--- src/rtl/adc_fill_ctrl_pkg.sv ---
// Shared types and widths for the ADC burst fill controller.
package adc_fill_ctrl_pkg;

  localparam int CNT_W = 21;
  localparam int TS_W  = 32;

  typedef enum logic [1:0] {
    ST_IDLE  = 2'd0,
    ST_FILL  = 2'd1,
    ST_DRAIN = 2'd2
  } fill_state_e;

endpackage

--- src/rtl/adc_fill_ctrl_if.sv ---
// Sample input stream and packed-burst output bus of the fill controller.
// Handshake: a burst transfers on any cycle with burst_valid && burst_ready;
// while burst_valid=1 and burst_ready=0, burst_data and burst_last hold stable.
interface adc_fill_ctrl_if #(
  parameter int SAMPLE_W  = 12,
  parameter int BURST_LEN = 8
);
  logic [SAMPLE_W-1:0]           adc_data;
  logic                          adc_valid;
  logic [SAMPLE_W*BURST_LEN-1:0] burst_data;
  logic                          burst_valid;
  logic                          burst_ready;
  logic                          burst_last;

  modport master (
    output adc_data, adc_valid, burst_ready,
    input  burst_data, burst_valid, burst_last
  );

  modport slave (
    input  adc_data, adc_valid, burst_ready,
    output burst_data, burst_valid, burst_last
  );
endinterface

--- src/rtl/adc_burst_packer.sv ---
// Packs BURST_LEN samples into one word (first sample in the LSBs) and holds
// it in a single output register; a burst completing while that register is full drops.
module adc_burst_packer #(
  parameter int SAMPLE_W  = 12,
  parameter int BURST_LEN = 8
) (
  input  logic                          clk,
  input  logic                          rst_n,
  input  logic                          clear,
  input  logic                          sample_valid,
  input  logic [SAMPLE_W-1:0]           sample_data,
  input  logic                          last_tag,
  input  logic                          out_ready,
  output logic [SAMPLE_W*BURST_LEN-1:0] out_data,
  output logic                          out_valid,
  output logic                          out_last,
  output logic                          complete,
  output logic                          dropped
);
  localparam int IDX_W = $clog2(BURST_LEN);

  logic [IDX_W-1:0]              idx;
  logic [SAMPLE_W*BURST_LEN-1:0] pack_q;
  logic [SAMPLE_W*BURST_LEN-1:0] pack_next;
  logic                          load_ok;

  always_comb begin
    pack_next = pack_q;
    pack_next[int'(idx)*SAMPLE_W +: SAMPLE_W] = sample_data;
  end

  assign complete = sample_valid && (idx == IDX_W'(BURST_LEN - 1));
  // The register frees up in the same cycle it is accepted, so back-to-back bursts never drop.
  assign load_ok  = !out_valid || out_ready;
  assign dropped  = complete && !load_ok;

  always_ff @(posedge clk or negedge rst_n) begin
    if (!rst_n) begin
      idx       <= '0;
      pack_q    <= '0;
      out_data  <= '0;
      out_valid <= 1'b0;
      out_last  <= 1'b0;
    end else begin
      if (clear) begin
        idx <= '0;
      end else if (sample_valid) begin
        pack_q <= pack_next;
        idx    <= complete ? '0 : idx + 1'b1;
      end
      if (complete && load_ok) begin
        out_data  <= pack_next;
        out_valid <= 1'b1;
        out_last  <= last_tag;
      end else if (out_valid && out_ready) begin
        out_valid <= 1'b0;
        out_last  <= 1'b0;
      end
    end
  end
endmodule

--- src/rtl/adc_fill_ctrl.sv ---
// ADC fill controller: on a trigger, collects num_fill_bursts packed bursts.
// Optional ADC_FILL_TIMESTAMP_EN adds a free-running counter latched on trigger.
module adc_fill_ctrl
  import adc_fill_ctrl_pkg::*;
#(
  parameter int SAMPLE_W  = 12,
  parameter int BURST_LEN = 8
) (
  input  logic              clk,
  input  logic              rst_n,
  input  logic              trig,
  input  logic [CNT_W-1:0]  num_fill_bursts,
  adc_fill_ctrl_if.slave    bus,
  output logic              fill_busy,
  output logic              fill_done,
  output logic              overflow,
`ifdef ADC_FILL_TIMESTAMP_EN
  output logic [TS_W-1:0]   fill_timestamp,
`endif
  output fill_state_e       dbg_state
);
  fill_state_e                   state;
  logic [CNT_W-1:0]              cnt;
  logic                          last_dropped;
  logic                          start;
  logic                          sample_en;
  logic                          last_tag;
  logic                          complete;
  logic                          dropped;
  logic [SAMPLE_W*BURST_LEN-1:0] pk_data;
  logic                          pk_valid;
  logic                          pk_last;

  assign start     = (state == ST_IDLE) && trig && (num_fill_bursts != '0);
  assign sample_en = (state == ST_FILL) && bus.adc_valid;
  assign last_tag  = (cnt == CNT_W'(1));
  assign dbg_state = state;

  adc_burst_packer #(
    .SAMPLE_W  (SAMPLE_W),
    .BURST_LEN (BURST_LEN)
  ) u_packer (
    .clk          (clk),
    .rst_n        (rst_n),
    .clear        (start),
    .sample_valid (sample_en),
    .sample_data  (bus.adc_data),
    .last_tag     (last_tag),
    .out_ready    (bus.burst_ready),
    .out_data     (pk_data),
    .out_valid    (pk_valid),
    .out_last     (pk_last),
    .complete     (complete),
    .dropped      (dropped)
  );

  assign bus.burst_data  = pk_data;
  assign bus.burst_valid = pk_valid;
  assign bus.burst_last  = pk_last;

  always_ff @(posedge clk or negedge rst_n) begin
    if (!rst_n) begin
      state        <= ST_IDLE;
      cnt          <= '0;
      last_dropped <= 1'b0;
      fill_busy    <= 1'b0;
      fill_done    <= 1'b0;
      overflow     <= 1'b0;
    end else begin
      fill_done <= 1'b0;
      case (state)
        ST_IDLE: begin
          if (trig) begin
            if (num_fill_bursts != '0) begin
              state        <= ST_FILL;
              cnt          <= num_fill_bursts;
              overflow     <= 1'b0;
              last_dropped <= 1'b0;
              fill_busy    <= 1'b1;
            end else begin
              fill_done <= 1'b1;
            end
          end
        end
        ST_FILL: begin
          if (complete) begin
            if (cnt != '0) cnt <= cnt - 1'b1;
            if (dropped) overflow <= 1'b1;
            if (last_tag) begin
              state        <= ST_DRAIN;
              last_dropped <= dropped;
            end
          end
        end
        ST_DRAIN: begin
          // A dropped final burst never reaches the output, so leave without waiting for it.
          if (last_dropped || (pk_valid && bus.burst_ready && pk_last)) begin
            state     <= ST_IDLE;
            fill_busy <= 1'b0;
            fill_done <= 1'b1;
          end
        end
        default: state <= ST_IDLE;
      endcase
    end
  end

`ifdef ADC_FILL_TIMESTAMP_EN
  logic [TS_W-1:0] ts_cnt;

  always_ff @(posedge clk or negedge rst_n) begin
    if (!rst_n) begin
      ts_cnt         <= '0;
      fill_timestamp <= '0;
    end else begin
      ts_cnt <= ts_cnt + 1'b1;
      if ((state == ST_IDLE) && trig) fill_timestamp <= ts_cnt;
    end
  end
`endif
endmodule

--- src/flat_wrapper.sv ---
// flat-port wrapper written by rule: the top's interface ports become plain ports
module adc_fill_ctrl_flat import adc_fill_ctrl_pkg::*;
#(
  parameter int SAMPLE_W  = 12,
  parameter int BURST_LEN = 8
)
  (clk, rst_n, trig, num_fill_bursts, fill_busy, fill_done, overflow, dbg_state, bus_adc_data, bus_adc_valid, bus_burst_ready, bus_burst_data, bus_burst_valid, bus_burst_last);
  adc_fill_ctrl_if #(.SAMPLE_W(SAMPLE_W), .BURST_LEN(BURST_LEN)) bus_i ();
  input  logic clk;
  input  logic rst_n;
  input  logic trig;
  input  logic [CNT_W-1:0] num_fill_bursts;
  output logic fill_busy;
  output logic fill_done;
  output logic overflow;
  output fill_state_e dbg_state;
  input wire logic [$bits(bus_i.adc_data)-1:0] bus_adc_data;
  input wire logic [$bits(bus_i.adc_valid)-1:0] bus_adc_valid;
  input wire logic [$bits(bus_i.burst_ready)-1:0] bus_burst_ready;
  output wire logic [$bits(bus_i.burst_data)-1:0] bus_burst_data;
  output wire logic [$bits(bus_i.burst_valid)-1:0] bus_burst_valid;
  output wire logic [$bits(bus_i.burst_last)-1:0] bus_burst_last;
  assign bus_i.adc_data = bus_adc_data;
  assign bus_i.adc_valid = bus_adc_valid;
  assign bus_i.burst_ready = bus_burst_ready;
  assign bus_burst_data = bus_i.burst_data;
  assign bus_burst_valid = bus_i.burst_valid;
  assign bus_burst_last = bus_i.burst_last;
  adc_fill_ctrl #(.SAMPLE_W(SAMPLE_W), .BURST_LEN(BURST_LEN)) u_core (.clk(clk), .rst_n(rst_n), .trig(trig), .num_fill_bursts(num_fill_bursts), .bus(bus_i), .fill_busy(fill_busy), .fill_done(fill_done), .overflow(overflow), .dbg_state(dbg_state));
endmodule
--- config.mk ---
export PLATFORM = sky130hd
export DESIGN_NAME = adc_fill_ctrl_flat
export DESIGN_NICKNAME = d
export VERILOG_FILES = /design/src/rtl/adc_fill_ctrl_pkg.sv /design/src/rtl/adc_fill_ctrl_if.sv /design/src/rtl/adc_burst_packer.sv /design/src/rtl/adc_fill_ctrl.sv /design/src/flat_wrapper.sv
export SDC_FILE = /design/constraint.sdc
export NUM_CORES = 1
export LEC_CHECK = 0
export CORE_MARGIN = 8
export CORE_UTILIZATION = 40
export DETAILED_ROUTE_END_ITERATION = 8
export PLACE_DENSITY_LB_ADDON = 0.12
export SLEW_MARGIN = 15
export SYNTH_ARGS = -nofsm -noshare
export SYNTH_HDL_FRONTEND = slang
export SYNTH_SLANG_ARGS = --single-unit
--- constraint.sdc ---
create_clock -name clk -period 4 [get_ports clk]
set_clock_uncertainty 0.1 [all_clocks]
set_input_delay 0.8 -clock clk [delete_from_list [all_inputs] [get_ports clk]]
set_output_delay 0.8 -clock clk [all_outputs]
set_load 0.1 [all_outputs]
# --- Word level (Yosys, flattened, before mapping) ---
# Index checks and enable logic that the tools add are counted.
# Widths: inputs -> output; s select.
classes:
  n_addsub: 3
  mul: 1
  div_mod_pow: 0
  n_lt_le_gt_ge: 0
  eq_ne: 11
  shifts: 2
  n_mux: 34
  n_bitwise: 1
  reduce_logical: 25
ops:
  columns: ["cell", "count"]
  rows:
  - ["$bwmux 96", 1]
  - ["$shift 12x33->96 const A", 1]
  - ["$shiftx 12x33->96", 1]
  - ["$mux 21", 4]
  - ["$pmux 21 s2", 1]
  - ["$reduce_bool 21->1", 2]
  - ["$neg 32->33", 1]
  - ["$eq 21x1->1 const B", 1]
  - ["$sub 21x1->21 const B", 1]
  - ["$reduce_and 5->1", 4]
  - ["$mux 1", 15]
  - ["$mux 2", 5]
  - ["$ne 2x2->1 const B", 5]
  - ["$mux 3", 3]
  - ["$logic_and 1x1->1", 8]
  - ["$pmux 1 s2", 4]
  - ["$reduce_bool 2->1", 4]
  - ["$pmux 2 s3", 1]
  - ["$mul 3x2->5 const B", 1]
  - ["$ne 2x1->1 const B", 2]
  - ["$reduce_and 4->1", 1]
  - ["$add 3x1->3 const B", 1]
  - ["$eq 3x3->1 const B", 1]
  - ["$eq 2x1->1 const B", 1]
  - ["other kinds (6)", 8]
word_totals:
  reg_bits: 224
  latchBits: 0
  ram_bits: 0
  romBits: 0
  out_inout_bits: 103
  memories: 0

# --- Depth between registers and ports, before layout ---
# Gate-level depths: netlist of run 1.
logic_depth:
  depth_word: 7
  mapped_depth: 15
  depth_no_buf: 11

# --- By module ---
# Synthesis of run 1 repeated with hierarchy kept, for this count alone.
hier_totals:
  cells_unflattened: 1219
  area_unflattened_um2: 12020.3
modules_own_cells:
  columns: ["mod", "n_inst", "cells_per_inst", "area_per_inst_um2", "seq_area_each_um2"]
  rows:
  - ["adc_burst_packer", 1, 991, 10187.3, 4929.7]
  - ["adc_fill_ctrl", 1, 228, 1833.0, 675.6]

# --- Least setup slack after synthesis of run 1 ---
# Ideal clock, no wire load.
synth_path:
  path_kind: "reg-to-reg"
  start: "reg u_core.u_packer.idx[1]"
  end: "reg u_core.u_packer.pack_q[36]"
  setup_time_ns: 0.125
  arrival_time_ns: 3.443
  slack_ns: 0.332
  path_stages_with_launch: 14
  n_path_buf: 3
  path_cell_list: "dfrtp_1 > ha_1 > fa_1 > buf_2 > nand2b_1 > nor2_1 > ha_1 > clkbuf_1 > and2_1 > nand2_1 > o22a_1 > clkbuf_1 > nor2_1 > mux2_2"
synth_via:
  elab_chain_cells: 4
synth_rtl:
  columns: ["item", "line_no", "text"]
  rows:
  - ["from (decl)", "adc_burst_packer.sv:22", "logic [IDX_W-1:0] idx;"]
  - ["from (signal assigned)", "adc_burst_packer.sv:49", "idx <= complete ? '0 : idx + 1'b1;"]
  - ["$mul 3x2->5 *", "adc_burst_packer.sv:29", "pack_next[int'(idx)*SAMPLE_W +: SAMPLE_W] = sample_data;"]
  - ["$neg 32->33 *", "adc_burst_packer.sv:29", null]
  - ["$shiftx 12x33->96 / $shift 12x33->96 (equally long branches)", "adc_burst_packer.sv:29", null]
  - ["$bwmux 96 *", "adc_burst_packer.sv:29", null]
  - ["to (signal assigned)", "adc_burst_packer.sv:48", "pack_q <= pack_next;"]
  - ["to (decl)", "adc_burst_packer.sv:23", "logic [SAMPLE_W*BURST_LEN-1:0] pack_q;"]
# Mark *: on every way between the ends. The rest lies on a longest branch, timed or not.
# A chain may end at the register's enable or synchronous reset.

# --- Worst setup path after layout of run 1 ---
layout_path:
  start: "reg u_core.u_packer.idx[1]"
  end: "reg u_core.u_packer.pack_q[4]"
# Same word-level chain as after synthesis.

==> run metrics, run 1 <==
share of final-layout standard cells stronger than drive strength 1 15.7%; crit-path max cell delay 0.51 ns; Routed Antenna Nets 0; final count of negative-setup-slack endpoints 0; number of standard cells after synthesis 1174; worst reg-to-reg setup slack 0.25 ns; GRT overflow 0; multiplexer fraction of the synthesized cell area 15.6%; number of register bits inferred by synthesis 224; router iterations before antenna repair 5; total negative setup slack 0 ns; Layout fillers 2681; number of buffers inserted by post-CTS setup repair 0; cell area after technology mapping 11700 µm²; number of global-route vias before repair 9223; setup repair after global routing missed its margin false; fraction of the mapped netlist area in compound gates 15.6%; Min Clock Period, post-route 3.75 ns; maximum clock insertion buffer count 3; wire length of the first global-routing pass 51800 µm; fraction of post-synthesis cell area in the top cell type by area 48.1%; DP Wirelength 22900 µm; DRC violations left 0; cell depth of the worst flop-to-flop path 11; path type of the worst min-delay path in -> async; Synthesized Nets 1223; initial detailed-routing violation count 740; capture point of the worst reg-to-reg path u_core.u_packer.pack_q[4]$_DFFE_PN0P_; DR vias/cell 5.42; Avg WL per Cell 18.6 µm; Top cell by count, worst path sky130_fd_sc_hd__ha_1; fraction of registers with async set or reset after synthesis 100%; Synth Flop Type sky130_fd_sc_hd__dfrtp_1; Reg-to-Reg Start u_core.u_packer.idx[1]$_DFFE_PN0P_; total length of routed wires 31900 µm; CTS clock-pin slew for the worst setup and hold paths 0.06 ns; worst-path cell with the longest stage delay sky130_fd_sc_hd__fa_1; clock sink count 224; slew at the pin closest to its max-slew limit 1.03 ns; clock tree from TritonCTS yes; GRT Total Usage 17.9%; Final nets 1357; xor/xnor share of the synthesized area 0.601%; TritonCTS Buffers 26; fmax 267 MHz; library cell with the largest summed area after synthesis sky130_fd_sc_hd__dfrtp_1; num rows 62; post-route clock period utilization 93.8%; hold violation total from the final report 0; buffer cell driving the clock tree root sky130_fd_sc_hd__clkbuf_16; Die Ht 187 µm; sequential element share of the synthesized area 48.1%; largest net degree at the start of global routing 98; synthesized area divided by synthesized cell count 9.92 µm²; arrival time of the worst setup path 4.06 ns; number of pins exceeding their max-slew limit in the final report 0; worst hold slack after final layout 0.144 ns; Max Fanout on Critical Path 8; worst path bufs/invs 0; layout overhead on the synthesized area 24.7%; area of the core region 28700 µm²; startpoint class of the critical path register; x dimension of the die 187 µm; top area cells in the synthesized netlist sky130_fd_sc_hd__dfrtp_1 48%, sky130_fd_sc_hd__mux2_2 7.7%, sky130_fd_sc_hd__mux2i_1 6.8%; IO Port Bufs 140; post-layout instance count excluding filler cells 1712; total area of multi-input combinational cells 5680 µm²; number of antenna violations at the first check in global routing 1; combinational family with the most area after synthesis multiplexers; Yosys warning total 0; total via count in the routed design 9276; fraction of the mapped netlist area in simple logic gates 15.4%; Final Wtd Congestion 0.895; die area 34800 µm²; initial core utilization 40.6%; H-tree lvl count 1; CP cell instances ha_1 -> fa_1 -> nand2b_1 -> nor2_1 -> ha_1 -> or4_1 -> nor4_4 -> and3_1 -> a21o_1 -> nand2_1 -> mux2_1; unique cell type count in the Yosys netlist 69; total inserted antenna cells 0; Adder-Cell Fraction of Synth Area 1.25%; class of the most critical setup path reg -> reg; source-to-sink clock delay at the later pin of the worst-skew pair 0.54 ns; kind of cell with the highest combined delay on the critical path simple AND/OR/NAND/NOR gates; storage element area 5610 µm²; Crit path required time 4.31 ns; status complete, no violations; number of top-level design ports 141; max capacitance violation total 0; endpoint kind of the worst setup timing path register; Relative slew margins 30.9%; number of placed instances, taps included 1664; number of flops mapped to enable cells by yosys 0
==> cells in the final DEF, fill, tap and decap left out, types with 26 or more instances in the layout <==
cell / synthesis / layout
sky130_fd_sc_hd__o21ai_0: 128 / 128
sky130_fd_sc_hd__mux2_2: 80 / 80
sky130_fd_sc_hd__dfrtp_1: 224 / 224
sky130_fd_sc_hd__clkbuf_16: 0 / 26
sky130_fd_sc_hd__a21oi_1: 78 / 78
sky130_fd_sc_hd__buf_4: 6 / 42
sky130_fd_sc_hd__mux2i_1: 79 / 79
sky130_fd_sc_hd__nor2_1: 73 / 73
sky130_fd_sc_hd__clkdlybuf4s50_1: 0 / 139
sky130_fd_sc_hd__nand2_1: 150 / 150
==> stage by stage <==
step / setup WS, ns / instance area, µm² / utilization, %
after floorplan: 0.332 / 11700 / -
after global placement: 0.332 / 13600 / 47.4
after detailed placement: 0.225 / 13600 / 47.4
after CTS: 0.218 / 14500 / 50.6
after global routing: 0.0407 / 14500 / 50.6
final: 0.249 / 14500 / 50.6
==> per-layer routing <==
metal | track usage [%] | part of all wire [%] | vias up
met3 | 3.84 | 5.9 | 54
li1 | - | - | 4478
met4 | 4.40 | 2.4 | 2
met5 | 0 | 0.034 | -
met2 | 28.2 | 45 | 279
met1 | 24.9 | 46 | 4463
==> area by class of cell <==
| class | instances | area share, % |
|---|---|---|
| multi-input cells | 861 | 39.1 |
| repair buffers | 186 | 12.4 |
| flip-flops and latches | 224 | 38.6 |
| inverters | 9 | 0.232 |
| clock buffers | 38 | 5.48 |
| clock inverters | 10 | 0.938 |
| well taps | 384 | 3.31 |
==> worst max-delay path by stage <==
stage                                        from                                     end  cells after the start
2_1_floorplan  u_core.u_packer.idx[1]$_DFFE_PN0P_  u_core.u_packer.pack_q[36]$_DFFE_PN0P_                     13
3_3_place_gp   u_core.u_packer.idx[1]$_DFFE_PN0P_   u_core.u_packer.pack_q[4]$_DFFE_PN0P_                     11
3_5_place_dp   u_core.u_packer.idx[1]$_DFFE_PN0P_   u_core.u_packer.pack_q[4]$_DFFE_PN0P_                     11
4_1_cts        u_core.u_packer.idx[1]$_DFFE_PN0P_   u_core.u_packer.pack_q[4]$_DFFE_PN0P_                     11
5_1_grt        u_core.u_packer.idx[1]$_DFFE_PN0P_   u_core.u_packer.pack_q[4]$_DFFE_PN0P_                     11
6_report       u_core.u_packer.idx[1]$_DFFE_PN0P_   u_core.u_packer.pack_q[4]$_DFFE_PN0P_                     11
==> synthesized netlist by cell type (all sizes together), types with 11 or more instances <==
master and n:
a22oi 12, nand2 150, nand3 23, mux2i 79, dfrtp 224, buf 34, clkbuf 46, a21oi 78
nand2b 18, nor4 12, nor3 31, nor2b 11, mux2 89, nor2 75, o21ai 134
==> sequential cells by signal, indices dropped and copies added, names as in the netlist <==
| signal | count |
|---|---|
| u_core.u_packer.out_valid | 1 |
| u_core.u_packer.idx | 3 |
| u_core.dbg_state | 2 |
| u_core.u_packer.pack_q | 96 |
| u_core.overflow | 1 |
| u_core.last_dropped | 1 |
| u_core.fill_done | 1 |
| u_core.fill_busy | 1 |
| u_core.u_packer.out_last | 1 |
| u_core.u_packer.out_data | 96 |
| u_core.cnt | 21 |
==> kinds of logic after synthesis <==
kind of cell | Yosys count
xor+xnor | 8
compound gates | 305
mux | 168
simple gates | 369
fa+ha+maj | 11
flops | 224
buf+inv | 89
==> timing repair <==
item / in CTS / in global routing
hold buffers: 0 / 0
gates resized for setup: 0 / 1
setup endpoints to repair: 0 / 1
Power of run 1 is left out: the tool's default activity adds up to more than one toggle a clock period on the data nets, which glitch-free logic cannot reach.
==> inputs of run 2 (changes only) <==
--- a/config.mk
+++ b/config.mk
@@ -5,6 +5,7 @@
 export SDC_FILE = /design/constraint.sdc
 export NUM_CORES = 1
 export LEC_CHECK = 0
+export ABC_AREA = 1
 export CORE_MARGIN = 8
 export CORE_UTILIZATION = 40
 export DETAILED_ROUTE_END_ITERATION = 8
==> run 2 against run 1 <==
Sequential share of layout area grew 0.42 points. Routed wire length grew 9.3%. Register-to-register slack gained 0.35 ns. Critical endpoint is now u_core.u_packer.out_data[12]$_DFFE_PN0P_. Largest cell class is now sequential cells. Design area shrank 1.1%. Area after synthesis shrank 0.30%. First-iteration DRC count grew 30%. Fmax grew 10%. Setup slack gained 0.35 ns. Critical path depth grew 2.
==> run metrics, run 2 <==
status complete, no violations; Synthesized Nets 1633 (+34%); post-CTS sizing 0 (unchanged); class of the most critical setup path reg -> reg; Min Clock Period, post-route 3.40 ns (-0.351 ns); total via count in the routed design 10700 (+16%); initial detailed-routing violation count 959 (+30%); DP Wirelength 24500 µm (+6.8%); Yosys warning total 0 (unchanged); number of placed instances, taps included 2064 (+24%); Final nets 1757 (+29%); max capacitance violation total 0 (unchanged); arrival time of the worst setup path 3.69 ns (-0.37 ns); IO Port Bufs 140 (unchanged); setup repair after global routing missed its margin false; Avg WL per Cell 16.5 µm (-11%); worst-path cell with the longest stage delay sky130_fd_sc_hd__nor2_1; router iterations before antenna repair 5 (unchanged); startpoint class of the critical path register; synthesized area divided by synthesized cell count 7.33 µm² (-26%); most common library cell in the layout ignoring fill and taps sky130_fd_sc_hd__nand2_1; number of top-level design ports 141 (unchanged); crit-path max cell delay 0.47 ns (-0.04 ns); top area cells in the synthesized netlist sky130_fd_sc_hd__dfrtp_1 48%, sky130_fd_sc_hd__nand2_1 19%, sky130_fd_sc_hd__o21ai_0 8.4%; fraction of post-synthesis cell area in the top cell type by area 48.3% (+0.15 points); number of global-route vias before repair 10400 (+13%); total negative setup slack 0 ns (unchanged); number of buffers inserted by post-CTS setup repair 0 (unchanged); hold violation total from the final report 0 (unchanged); biggest regs u_core.u_packer.out_data x96, u_core.u_packer.pack_q x96, u_core.cnt x21; number of standard cells after synthesis 1584 (+35%); GRT Total Usage 19.6% (+1.7 points); number of antenna violations at the first check in global routing 0 (-1); number of register bits inferred by synthesis 224 (unchanged); CP cell instances buf_4 -> inv_1 -> ha_1 -> nor2_4 -> nand2_1 -> nand2_1 -> nand2_2 -> inv_2 -> nand2_1 -> nor2_1 -> nand3_1 -> o21ai_1 -> o21ai_0; final count of negative-setup-slack endpoints 0 (unchanged); clock sink count 224 (unchanged); met1 routing resource usage after global routing 28.1% (+3.2 points); clock tree from TritonCTS yes; number of flops mapped to enable cells by yosys 0 (unchanged); H-tree lvl count 1 (unchanged); wire length of the first global-routing pass 56800 µm (+9.6%); slew at the pin closest to its max-slew limit 1.04 ns (+0.0118 ns); Final Wtd Congestion 0.874 (-2.3%); CTS clock-pin slew for the worst setup and hold paths 0.06 ns (about the same); Synth Flop Type sky130_fd_sc_hd__dfrtp_1; top library cells by usage in the layout, fill and taps aside 590 x sky130_fd_sc_hd__nand2_1, 224 x sky130_fd_sc_hd__dfrtp_1, 194 x sky130_fd_sc_hd__o21ai_0; Crit path required time 4.29 ns (-0.02 ns); fmax 294 MHz (+10%); die area 34700 µm² (-0.28%); num rows 62 (unchanged); TritonCTS Buffers 26 (unchanged); cell area after technology mapping 11600 µm² (-0.30%); total length of routed wires 34900 µm (+9.3%); Die Ht 186 µm (-0.14%); Max Fanout on Critical Path 27 (+19); Top cell by count, worst path sky130_fd_sc_hd__nand2_1; x dimension of the die 186 µm (-0.14%); source-to-sink clock delay at the later pin of the worst-skew pair 0.53 ns (about the same); routing usage on met2 30.3% (+2.1 points); most frequent cell after synthesis sky130_fd_sc_hd__nand2_1; fraction of registers with async set or reset after synthesis 100% (unchanged); number of pins exceeding their max-slew limit in the final report 0 (unchanged); DRC violations left 0 (unchanged); unique cell type count in the Yosys netlist 41 (-41%); total inserted antenna cells 0 (unchanged); sequential element share of the synthesized area 48.3% (+0.15 points); global routing met3 resource utilization 3.45% (-0.39 points); ranking of synthesized cells by instance count 590 x sky130_fd_sc_hd__nand2_1, 224 x sky130_fd_sc_hd__dfrtp_1, 194 x sky130_fd_sc_hd__o21ai_0; maximum clock insertion buffer count 3 (unchanged); global-route layer with the greatest usage met2; buffer cell driving the clock tree root sky130_fd_sc_hd__clkbuf_16; largest net degree at the start of global routing 102 (+4.1%); path type of the worst min-delay path in -> async; # hold bufs at CTS 0 (unchanged); Relative slew margins 30.1% (-0.79 points); post-layout instance count excluding filler cells 2111 (+23%); Routed Antenna Nets 0 (unchanged); DR vias/cell 5.09 (-6.1%); area of the core region 28600 µm² (-0.27%); post-route clock period utilization 85.0% (-8.8 points); initial core utilization 40.6% (about the same); worst hold slack after final layout 0.199 ns (+0.0559 ns); GRT overflow 0 (unchanged); layout overhead on the synthesized area 23.8%; library cell with the largest summed area after synthesis sky130_fd_sc_hd__dfrtp_1; share of final-layout standard cells stronger than drive strength 1 5.85% (-9.8 points); endpoint kind of the worst setup timing path register
run 2: changes by cell type after synthesis, sizes merged, moves of 11 or more:
cell / delta
nand2b: -18
a21oi: -61
mux2: -89
o21ai: +72
buf: -11
nor2b: -11
a22oi: -11
nand2: +443
nor2: +25
inv: +115
nand3: +147
mux2i: -79
nor3: -19
run 2: per-stage QoR:
step                      setup slack (ns)  instance area (µm²)  util (%)
after floorplan                      0.997                11600         -
after global placement               0.680                13500      47.1
after detailed placement             0.610                13500      47.1
after CTS                            0.588                14400      50.2
after global routing                 0.206                14400      50.2
final                                0.600                14400      50.2
run 2: cell type report:
| type | instances | area (µm²) |
|---|---|---|
| Fill cell | 2794 | 14200 |
| Timing Repair Buffer | 165 | 1660 |
| Sequential cell | 224 | 5610 |
| Tap cell | 384 | 480 |
| Clock buffer | 37 | 763 |
| Inverter | 125 | 472 |
| Multi-Input combinational cell | 1166 | 5270 |
| Clock inverter | 10 | 129 |
run 2: metal layers:
layer  vias up  share of wire [%]  routed length, µm
met1      5069                 48              16800
met3        49                5.7               2000
li1       5363                  -                  -
met4         0                1.9                655
met2       259                 44              15400
met5         -                  0                  0
run 2: logic make-up (layout without fill, tap and decap cells):
logic type,Yosys count,count (layout),synth area share [%]
buf+inv,194,337,6.47
xor+xnor,5,5,0.377
compound gates,242,242,10.8
fa+ha+maj,11,11,1.25
flops,224,224,48.3
simple gates,908,908,32.9
run 2: worst max-delay path, delay by kind of cell, from the launching register on:
| kind | cells | cell delay, ns |
|---|---|---|
| AO/OA/AOI/OAI | 2 | 0.21 |
| flip-flops | 1 | 0.35 |
| AND/OR/NAND/NOR | 7 | 1.47 |
| buffers and inverters | 3 | 0.73 |
| adder cells (fa/ha/maj) | 1 | 0.37 |
run 2: worst paths after layout:
check,startpoint,to,slack [ns],cells past startpoint
setup / recovery,u_core.u_packer.idx[0]$_DFFE_PN0P_,u_core.u_packer.out_data[12]$_DFFE_PN0P_,0.60,13
hold / removal,rst_n,u_core.cnt[7]$_DFFE_PN0P_,0.20,1
setup reg to reg,u_core.u_packer.idx[0]$_DFFE_PN0P_,u_core.u_packer.out_data[12]$_DFFE_PN0P_,0.60,13
hold reg to reg,u_core.u_packer.pack_q[11]$_DFFE_PN0P_,u_core.u_packer.pack_q[11]$_DFFE_PN0P_,0.37,2
max in group asynchronous,rst_n,u_core.u_packer.pack_q[30]$_DFFE_PN0P_,2.74,2
min in group clk,u_core.u_packer.pack_q[11]$_DFFE_PN0P_,u_core.u_packer.pack_q[11]$_DFFE_PN0P_,0.37,2
Power of run 2 is left out for the same reason.
